<file path="src/rtl/id_ex_elastic_pkg.sv">
// Shared widths, NOP encodings and payload packing helpers for the ID/EX elastic stage.
// Payload layout, MSB first: aluop, alusel, reg1, reg2, wd, wreg, link_addr, inst, delay-slot flag.
package id_ex_elastic_pkg;

  localparam int ALU_OP_BUS_W  = 8;
  localparam int ALU_SEL_BUS_W = 3;

  // All-zero opcode/select is the pipeline bubble seen by EX.
  localparam logic [ALU_OP_BUS_W-1:0]  ALUOP_NOP  = '0;
  localparam logic [ALU_SEL_BUS_W-1:0] ALUSEL_NOP = '0;

  function automatic int lane_w(input int aluop_w, input int alusel_w,
                                input int reg_w, input int regaddr_w);
    return aluop_w + alusel_w + 4 * reg_w + regaddr_w + 1;
  endfunction

  // Lanes are packed inside each field (lane1 above lane0); one shared delay-slot bit at the LSB.
  function automatic int payload_w(input int lanes, input int aluop_w, input int alusel_w,
                                   input int reg_w, input int regaddr_w);
    return lanes * lane_w(aluop_w, alusel_w, reg_w, regaddr_w) + 1;
  endfunction

endpackage

</file>
<file path="src/rtl/id_ex_slot.sv">
// One payload register with valid; clear wins over load and zeroes the payload so nothing stale leaks.
// Latency 1 cycle; no backpressure of its own, the parent decides load/clear.
module id_ex_slot
  import id_ex_elastic_pkg::*;
#(
  parameter int W = 8
) (
  input  logic         clk,
  input  logic         rst,
  input  logic         load,
  input  logic         clear,
  input  logic [W-1:0] d,
  output logic         vld,
  output logic [W-1:0] q
);

  always_ff @(posedge clk or negedge rst) begin
    if (!rst) begin
      vld <= 1'b0;
      q   <= '0;
    end else if (clear) begin
      vld <= 1'b0;
      q   <= '0;
    end else if (load) begin
      vld <= 1'b1;
      q   <= d;
    end
  end

endmodule

</file>
<file path="src/rtl/id_ex_elastic.sv">
// Elastic ID->EX stage carrying LANES decode slots, with optional skid entry, flush and stall counter.
// Latency 1 cycle; SKID=1 gives a registered id_ready (!skid full), SKID=0 lets id_ready follow EX.
module id_ex_elastic
  import id_ex_elastic_pkg::*;
#(
  parameter int LANES     = 1,
  parameter int ALUOP_W   = ALU_OP_BUS_W,
  parameter int ALUSEL_W  = ALU_SEL_BUS_W,
  parameter int REG_W     = 32,
  parameter int REGADDR_W = 5,
  parameter int SKID      = 1,
  parameter int CNT_W     = 16
) (
  input  logic                         clk,
  input  logic                         rst,
  input  logic                         flush,
  input  logic                         stall,
  input  logic                         id_valid,
  output logic                         id_ready,
  input  logic [LANES*ALUOP_W-1:0]     id_aluop,
  input  logic [LANES*ALUSEL_W-1:0]    id_alusel,
  input  logic [LANES*REG_W-1:0]       id_reg1,
  input  logic [LANES*REG_W-1:0]       id_reg2,
  input  logic [LANES*REGADDR_W-1:0]   id_wd,
  input  logic [LANES-1:0]             id_wreg,
  input  logic [LANES*REG_W-1:0]       id_link_addr,
  input  logic [LANES*REG_W-1:0]       id_inst,
  input  logic                         id_is_in_delayslot,
  input  logic                         id_next_in_delayslot,
  output logic                         ex_valid,
  input  logic                         ex_ready,
  output logic [LANES*ALUOP_W-1:0]     ex_aluop,
  output logic [LANES*ALUSEL_W-1:0]    ex_alusel,
  output logic [LANES*REG_W-1:0]       ex_reg1,
  output logic [LANES*REG_W-1:0]       ex_reg2,
  output logic [LANES*REGADDR_W-1:0]   ex_wd,
  output logic [LANES-1:0]             ex_wreg,
  output logic [LANES*REG_W-1:0]       ex_link_addr,
  output logic [LANES*REG_W-1:0]       ex_inst,
  output logic                         ex_is_in_delayslot,
  output logic                         is_in_delayslot_o,
  output logic [CNT_W-1:0]             stall_cnt
);

  localparam int PW = payload_w(LANES, ALUOP_W, ALUSEL_W, REG_W, REGADDR_W);

  logic [PW-1:0] in_dat, main_dat, main_d, skid_dat;
  logic          main_vld, skid_vld, main_load, main_clr;
  logic          drain, accept;

  assign in_dat = {id_aluop, id_alusel, id_reg1, id_reg2, id_wd, id_wreg,
                   id_link_addr, id_inst, id_is_in_delayslot};
  assign {ex_aluop, ex_alusel, ex_reg1, ex_reg2, ex_wd, ex_wreg,
          ex_link_addr, ex_inst, ex_is_in_delayslot} = main_dat;

  assign ex_valid = main_vld;
  assign drain    = main_vld & ex_ready & ~stall;
  assign accept   = id_valid & id_ready;

  // Gated by rst so every output reads zero while reset is held.
  assign id_ready = rst & ((SKID != 0) ? ~skid_vld : (~main_vld | drain));

  // A waiting skid entry always refills main first, preserving order.
  assign main_d    = (drain & skid_vld) ? skid_dat : in_dat;
  assign main_load = (accept & (~main_vld | drain)) | (drain & skid_vld);
  assign main_clr  = flush | (drain & ~main_load);

  id_ex_slot #(.W(PW)) u_main (
    .clk   (clk),
    .rst   (rst),
    .load  (main_load),
    .clear (main_clr),
    .d     (main_d),
    .vld   (main_vld),
    .q     (main_dat)
  );

  generate
    if (SKID != 0) begin : g_skid
      id_ex_slot #(.W(PW)) u_skid (
        .clk   (clk),
        .rst   (rst),
        .load  (accept & main_vld & ~drain),
        .clear (flush | (drain & skid_vld)),
        .d     (in_dat),
        .vld   (skid_vld),
        .q     (skid_dat)
      );
    end else begin : g_no_skid
      assign skid_vld = 1'b0;
      assign skid_dat = '0;
    end
  endgenerate

  always_ff @(posedge clk or negedge rst) begin
    if (!rst) begin
      is_in_delayslot_o <= 1'b0;
    end else if (flush) begin
      is_in_delayslot_o <= 1'b0;
    end else if (accept) begin
      is_in_delayslot_o <= id_next_in_delayslot;
    end
  end

  // Perf counter survives flush; saturates instead of wrapping.
  always_ff @(posedge clk or negedge rst) begin
    if (!rst) begin
      stall_cnt <= '0;
    end else if (main_vld & ~(ex_ready & ~stall) & ~(&stall_cnt)) begin
      stall_cnt <= stall_cnt + 1'b1;
    end
  end

endmodule
</file>
<file path="config.mk">
export PLATFORM = sky130hd
export DESIGN_NAME = id_ex_elastic
export DESIGN_NICKNAME = d
export VERILOG_FILES = /design/src/rtl/id_ex_elastic_pkg.sv /design/src/rtl/id_ex_slot.sv /design/src/rtl/id_ex_elastic.sv
export SDC_FILE = /design/constraint.sdc
export NUM_CORES = 1
export LEC_CHECK = 0
export ABC_AREA = 0
export CAP_MARGIN = 20
export CORE_ASPECT_RATIO = 0.5
export CORE_MARGIN = 2
export CORE_UTILIZATION = 50
export CTS_CLUSTER_DIAMETER = 120
export DETAILED_ROUTE_END_ITERATION = 6
export PLACE_DENSITY = 0.89
export SYNTH_ARGS = -nofsm -noshare
export SYNTH_HDL_FRONTEND = slang
export SYNTH_SLANG_ARGS = --single-unit
</file>
<file path="constraint.sdc">
create_clock -name clk -period 1.9 [get_ports clk]
set_clock_uncertainty 0.1 [all_clocks]
set_input_delay 0.19 -clock clk [delete_from_list [all_inputs] [get_ports clk]]
set_output_delay 0.19 -clock clk [all_outputs]
set_load 0.1 [all_outputs]
</file>
==> reports/qor.txt, run 1 <==
fin crit share -> 96.2%
Cell variety after synth -> 39
maximum clock insertion buffer count -> 3
Internal -> 11.5 mW
Max-Cap Viols -> 0
combinational share of power -> 19.4%
CP arrival -> 2.13 ns
sequential share of the synthesized area -> 60.6%
wire per inst -> 21.8 um
Num CTS Buffers -> 28
Synth top area share -> 60.6%
Synth area leader -> dfrtp_1
initial drt markers -> 723
Site Rows -> 41
Final Core Density -> 69.2%
Pwr Density -> 950 nW/um2
Overflow after GRT -> 0
Psw -> 5.07 mW
Synth Flop Type -> dfrtp_1
Die ar. -> 27,000 um2
Initial DRT Pass Iterations -> 5
Worst-Margin Slew -> 0.959 ns
Async S/R FF share, synth -> 100%
Slew Limit Fails -> 0
die width -> 231 um
initial core utilization -> 50.9%
H-tree levels -> 1
CTS Sinks -> 311
Routed Antenna Nets -> 0
Clock Power Share -> 37.7%
status -> finished clean
Max-slew headroom -> 36.1%
RSZ-0062 raised after global routing -> true
drt via density -> 5.91
leakage -> 7.81 nW
vias in the first global route -> 10,092
CP Class -> register to register
Hold Vio Cnt, Final -> 0
gr usage total -> 25.4%
initial antenna violation count -> 0
Sequential Power Share -> 42.9%
minimum hold slack -> 0.135 ns
final setup vio count -> 0
final wirelength -> 34.8 mm
clk slew on worst S/H paths -> 0.07 ns
Non-Filler Instances -> 1,599
worst vdd ir -> 0.645 mV
Core Footprint -> 25,200 um2
crit start category -> register
drt drc -> 0
total negative slack -> 0 ns
share of cells above drive strength 1 -> 24.9%
CP Capture Type -> register
CTS tree -> yes
top area cells in the synthesized netlist -> dfrtp_1 61%, mux2i_1 11%, a22o_1 10%
Skew-Pair Late Insertion Delay -> 0.55 ns
global placer's final weighted congestion -> 0.855
minimum clock period -> 1.83 ns
Mapped Cells -> 903
syn_nets -> 1,057
Worst Hold Class -> primary input to register
fin nets -> 1,387
# fillers -> 1,684
# diodes -> 0
Ys Warns -> 0
# IOs -> 318
area grow syn2layout -> 35.9%
Synth Cell Area -> 12,800 um2
Max FO, Critical Path -> 4
port buffer count -> 317
largest net degree at the start of global routing -> 178
Synth Register Bits -> 311
Worst Path Required -> 2.20 ns
Placed Instances -> 1,543
Fmax -> 547 MHz
CTS root buffer -> clkbuf_16
via count -> 9,445
switch share -> 30.6%
DP HPWL -> 23.4 mm
number of synthesized flops with an enable pin -> 0
die boundary height -> 117 um
first-pass GRT wire length -> 54.8 mm
Mean Syn Cell Area -> 14.2 um2
==> worst max-delay path, cell delays in order (launching register included) <==
cell and delay (ns):
dfrtp_4 0.45, ha_4 0.15, nand4_1 0.06, buf_4 0.17, nor4_2 0.46, nor4_2 0.12, xor2_1 0.18
==> cells in the mapped netlist, drive strengths merged (2+ instances only) <==
cell,instances
a21oi,3
a22o,146
buf,78
clkbuf,4
dfrtp,311
mux2,2
mux2i,146
nand2,9
nand2b,2
nand3,5
nand4,5
nor2,3
nor3,7
nor4,8
o2bb2ai,146
xor2,13
==> sequential cells by signal (all words and copies together) (netlist names) <==
name               flops
g_skid.u_skid.q      146
u_main.q             146
stall_cnt             16
g_skid.u_skid.vld      1
is_in_delayslot_o      1
u_main.vld             1
==> stage by stage <==
step                power (mW)  setup slack, ns  area, um2
finish                    16.6           0.0719      17400
floorplan                 9.25          -0.0456      12900
global route              17.1         -0.00411      17400
global placement          10.4           -0.111      16400
CTS                       16.7           0.0154      17400
detailed placement        10.5           -0.149      16400
==> cell usage in the layout (no fill, tap or decap), types with 3 or more instances in the layout <==
| master | instances |
|---|---|
| dfrtp_1 | 294 |
| buf_4 | 205 |
| clkdlybuf4s50_1 | 151 |
| a22o_1 | 146 |
| mux2i_1 | 146 |
| o2bb2ai_1 | 146 |
| clkbuf_16 | 29 |
| buf_12 | 22 |
| xor2_1 | 13 |
| dfrtp_4 | 10 |
| nand2_1 | 9 |
| nor3_1 | 7 |
| dfrtp_2 | 7 |
| nand3_1 | 5 |
| clkbuf_8 | 5 |
| bufinv_16 | 5 |
| clkinvlp_4 | 5 |
| nand4_1 | 4 |
| nor4_1 | 4 |
| clkbuf_1 | 4 |
| nor4_2 | 3 |
==> final cells by class <==
type	instances	area, um2	area share, %
sequential	311	7830	44.9
timing repair buffer	382	3540	20.3
tap	344	430	2.47
inverter	1	3.75	0.0215
clock inverter	14	215	1.23
clock buffer	38	810	4.64
multi-input combinational	509	4620	26.5
==> logic make-up after synthesis <==
logic type / Yosys count / share of synthesized area, %
buf+inv: 83 / 4.09
mux: 148 / 11.6
simple gates: 47 / 2.31
flops: 311 / 60.6
fa+ha+maj: 1 / 0.0975
xor+xnor: 14 / 0.956
compound gates: 299 / 20.3
==> path summary, 6_finish.rpt <==
check	from	end	slack (ns)	cells after the start
worst min-delay path	id_next_in_delayslot	is_in_delayslot_o$_DFFE_PN0P_	0.13	3
min in group asynchronous	rst	u_main.q[2]$_DFFE_PN0P_	0.17	3
worst min register to register	u_main.q[47]$_DFFE_PN0P_	u_main.q[47]$_DFFE_PN0P_	0.39	1
worst max-delay path	stall_cnt[1]$_DFFE_PN0P_	stall_cnt[15]$_DFFE_PN0P_	0.07	6
worst max register to register	stall_cnt[1]$_DFFE_PN0P_	stall_cnt[15]$_DFFE_PN0P_	0.07	6
max in group asynchronous	rst	u_main.q[48]$_DFFE_PN0P_	0.65	3
==> power groups by stage <==
| stage | clock (mW) | sequential [mW] | combinational, mW |
|---|---|---|---|
| after global routing | 6.62 | 7.14 | 3.35 |
| after CTS | 6.31 | 7.12 | 3.23 |
| after detailed placement | 0 | 7.24 | 3.22 |
| after global placement | 0 | 7.22 | 3.15 |
| after floorplan | 0 | 8.68 | 0.572 |
| final | 6.24 | 7.12 | 3.21 |
==> metal layers <==
layer / wire [um] / global-route usage (%)
met5: 0 / 0
met4: 1780 / 13.2
met1: 14100 / 32.2
met3: 1490 / 3.97
met2: 17500 / 43.5
==> repair_timing <==
| action | 4_1_cts | 5_1_grt |
|---|---|---|
| cloned | 0 | 1 |
| setup buffers | 0 | 1 |
| pin swaps | 0 | 1 |
| hold buffers | 2 | 0 |
| hold endpoints to repair | 313 | 0 |
| resized for setup | 1 | 1 |
| setup endpoints to repair | 1 | 7 |
Power figures use the tool's default switching activity.
==> inputs of run 2 (changes only) <==
--- a/config.mk
+++ b/config.mk
@@ -12,7 +12,7 @@
 export CORE_UTILIZATION = 50
 export CTS_CLUSTER_DIAMETER = 120
 export DETAILED_ROUTE_END_ITERATION = 6
-export PLACE_DENSITY = 0.89
+export PLACE_DENSITY = 0.87
 export SYNTH_ARGS = -nofsm -noshare
 export SYNTH_HDL_FRONTEND = slang
 export SYNTH_SLANG_ARGS = --single-unit
==> run 2 against run 1 <==
  * The flow now finishes with violations (setup timing)
  * Non-clock buffer count fell by 5
  * Final cell count fell by 0.50%
  * Final area fell by 0.52%
  * Register-to-register slack got worse by 0.08 ns
  * Via count rose by 0.96%
==> reports/qor.txt, run 2 (same netlist as run 1, synthesis figures left out) <==
initial drt markers -> 922 (+28%)
combinational share of power -> 20.1% (+0.7 points)
Slew Limit Fails -> 0 (unchanged)
Core Footprint -> 25,200 um2 (unchanged)
crit start category -> register
Psw -> 4.96 mW (-2.2%)
Largest regs -> g_skid.u_skid.q x146, u_main.q x146, stall_cnt x16
gr usage total -> 24.8% (-0.60 points)
largest net degree at the start of global routing -> 133 (-25%)
initial core utilization -> 50.9% (unchanged)
worst vdd ir -> 0.666 mV (+3.3%)
drt via density -> 5.99 (+1.5%)
minimum clock period -> 1.91 ns (+0.0798 ns)
Num CTS Buffers -> 28 (unchanged)
# fillers -> 1,709 (+1.5%)
maximum clock insertion buffer count -> 3 (unchanged)
status -> finished with violations
Worst Hold Class -> primary input to asynchronous set/reset pin
CTS root buffer -> clkbuf_16
Max FO, Critical Path -> 4 (unchanged)
most frequent cells in the layout -> 294 x dfrtp_1, 196 x buf_4, 151 x clkdlybuf4s50_1
critical path, cell by cell -> ha_4 -> nand4_1 -> buf_4 -> nor3_2 -> nor4b_2 -> xor2_1
multi-input logic area -> 4640 um2 (+0.43%)
most common cell after layout, fill and taps aside -> dfrtp_1
port buffer count -> 317 (unchanged)
share of cells above drive strength 1 -> 24.5% (-0.48 points)
Fmax -> 524 MHz (-4.2%)
RSZ-0062 raised after global routing -> true
Non-Filler Instances -> 1,591 (-0.50%)
# diodes -> 0 (unchanged)
Die ar. -> 27,000 um2 (unchanged)
PnR worst setup slack -> -0.00791 ns (-0.0798 ns)
clk slew on worst S/H paths -> 0.07 ns (about the same)
H-tree levels -> 1 (unchanged)
Site Rows -> 41 (unchanged)
Pwr Density -> 918 nW/um2 (-3.4%)
CTS tree -> yes
fin nets -> 1,382 (-0.36%)
Register Area -> 7830 um2 (unchanged)
Clock Power Share -> 35.1% (-2.6 points)
leakage -> 7.76 nW (-0.57%)
pre-CTS WS -> -0.192 ns (-0.0429 ns)
vias in the first global route -> 9,943 (-1.5%)
die boundary height -> 117 um (unchanged)
via count -> 9,536 (+0.96%)
CTS Sinks -> 311 (unchanged)
Largest stage delay, worst path -> 0.46 ns (about the same)
switch share -> 31.2% (+0.54 points)
failing checks -> setup timing
Max-slew headroom -> 49.7% (+14 points)
wire per inst -> 22.2 um (+2.0%)
Worst-Margin Slew -> 0.754 ns (-0.205 ns)
Max-Cap Viols -> 0 (unchanged)
global placer's final weighted congestion -> 0.844 (-1.3%)
Sequential Power Share -> 44.8% (+1.9 points)
CP Capture Type -> register
fin crit share -> 100% (+4.2 points)
final setup vio count -> 1 (+1)
area grow syn2layout -> 35.2%
CP arrival -> 2.26 ns (+0.13 ns)
Internal -> 11.0 mW (-4.7%)
first-pass GRT wire length -> 53.5 mm (-2.3%)
Slowest-stage cell, CP -> dfrtp_4
Overflow after GRT -> 0 (unchanged)
Worst Path Required -> 2.25 ns (+0.05 ns)
Skew-Pair Late Insertion Delay -> 0.54 ns (about the same)
Placed Instances -> 1,536 (-0.45%)
Initial DRT Pass Iterations -> 5 (unchanged)
Hold Vio Cnt, Final -> 0 (unchanged)
final wirelength -> 35.3 mm (+1.5%)
DP HPWL -> 23.1 mm (-1.2%)
CP Class -> register to register
die width -> 231 um (unchanged)
drt drc -> 0 (unchanged)
Routed Antenna Nets -> 0 (unchanged)
# IOs -> 318 (unchanged)
initial antenna violation count -> 0 (unchanged)
==> run 2: per-stage QoR <==
step / util, % / power (mW) / hold slack, ns / TNS (ns) / cell area [um2]
2_1_floorplan: - / 9.25 / -0.206 / -0.580 / 12900
3_3_place_gp: 64.9 / 10.4 / 0.132 / -28.08 / 16300
3_5_place_dp: 64.9 / 10.4 / 0.146 / -36.97 / 16300
4_1_cts: 68.5 / 16.0 / 0.137 / 0 / 17300
5_1_grt: 68.9 / 16.4 / 0.155 / -0.437 / 17400
6_report: 68.9 / 15.9 / 0.167 / -0.00791 / 17400
==> run 2: path summary, 6_finish.rpt <==
check / startpoint / to / slack [ns] / cells after the start
setup / recovery: stall_cnt[0]$_DFFE_PN0P_ / stall_cnt[14]$_DFFE_PN0P_ / -0.008 / 6
hold / removal: rst / stall_cnt[12]$_DFFE_PN0P_ / 0.17 / 3
setup reg to reg: stall_cnt[0]$_DFFE_PN0P_ / stall_cnt[14]$_DFFE_PN0P_ / -0.008 / 6
hold reg to reg: u_main.q[118]$_DFFE_PN0P_ / u_main.q[118]$_DFFE_PN0P_ / 0.39 / 1
max in group asynchronous: rst / g_skid.u_skid.q[66]$_DFFE_PN0P_ / 0.48 / 4
min in group clk: id_link_addr[18] / g_skid.u_skid.q[51]$_DFFE_PN0P_ / 0.17 / 2
==> run 2: layer usage <==
metal / up-vias / global-route usage (%) / part of all wire, %
met2: 340 / 43.0 / 51
met1: 4952 / 31.1 / 40
li1: 4128 / - / -
met4: 0 / 13.2 / 4.7
met5: - / 0 / 0
met3: 116 / 3.49 / 4.5
==> run 2: worst max-delay path, delay by kind of cell (launching register included) <==
kind / cells / cell delay (ns)
buffers and inverters: 1 / 0.23
adders and majority gates: 1 / 0.14
and+or+nand+nor: 3 / 0.68
DFF: 1 / 0.46
xor gates and xnor gates: 1 / 0.21
==> run 2: area by class of cell <==
class                           instances  area share, %
Clock buffer                           43           4.83
Clock inverter                          6          0.332
Inverter                                1         0.0216
Multi-Input combinational cell        509           26.7
Sequential cell                       311           45.1
Tap cell                              344           2.48
Timing Repair Buffer                  377           20.5
==> run 2: repair_timing <==
item	4_1_cts	5_1_grt
endpoints found under the setup margin	0	115
hold endpoints to repair	132	0
hold buffers	1	0
setup buffers	0	3
resized for setup	0	12
==> run 2: power by group through the flow <==
stage               Combinational, mW  Clock, mW  Sequential (mW)
CTS                              3.19       5.68             7.13
global route                     3.32       5.96             7.15
floorplan                       0.572          0             8.68
global placement                 3.13          0             7.23
detailed placement               3.18          0             7.24
finish                           3.20       5.59             7.13
==> inputs of run 3 (changes only) <==
--- a/config.mk
+++ b/config.mk
@@ -12,6 +12,7 @@
 export CORE_UTILIZATION = 50
 export CTS_CLUSTER_DIAMETER = 120
 export DETAILED_ROUTE_END_ITERATION = 6
+export HOLD_SLACK_MARGIN = 0.08
 export PLACE_DENSITY = 0.87
 export SYNTH_ARGS = -nofsm -noshare
 export SYNTH_HDL_FRONTEND = slang
==> results of run 3 <==
No change in the layout: final DEF, timing and power equal those of run 2.
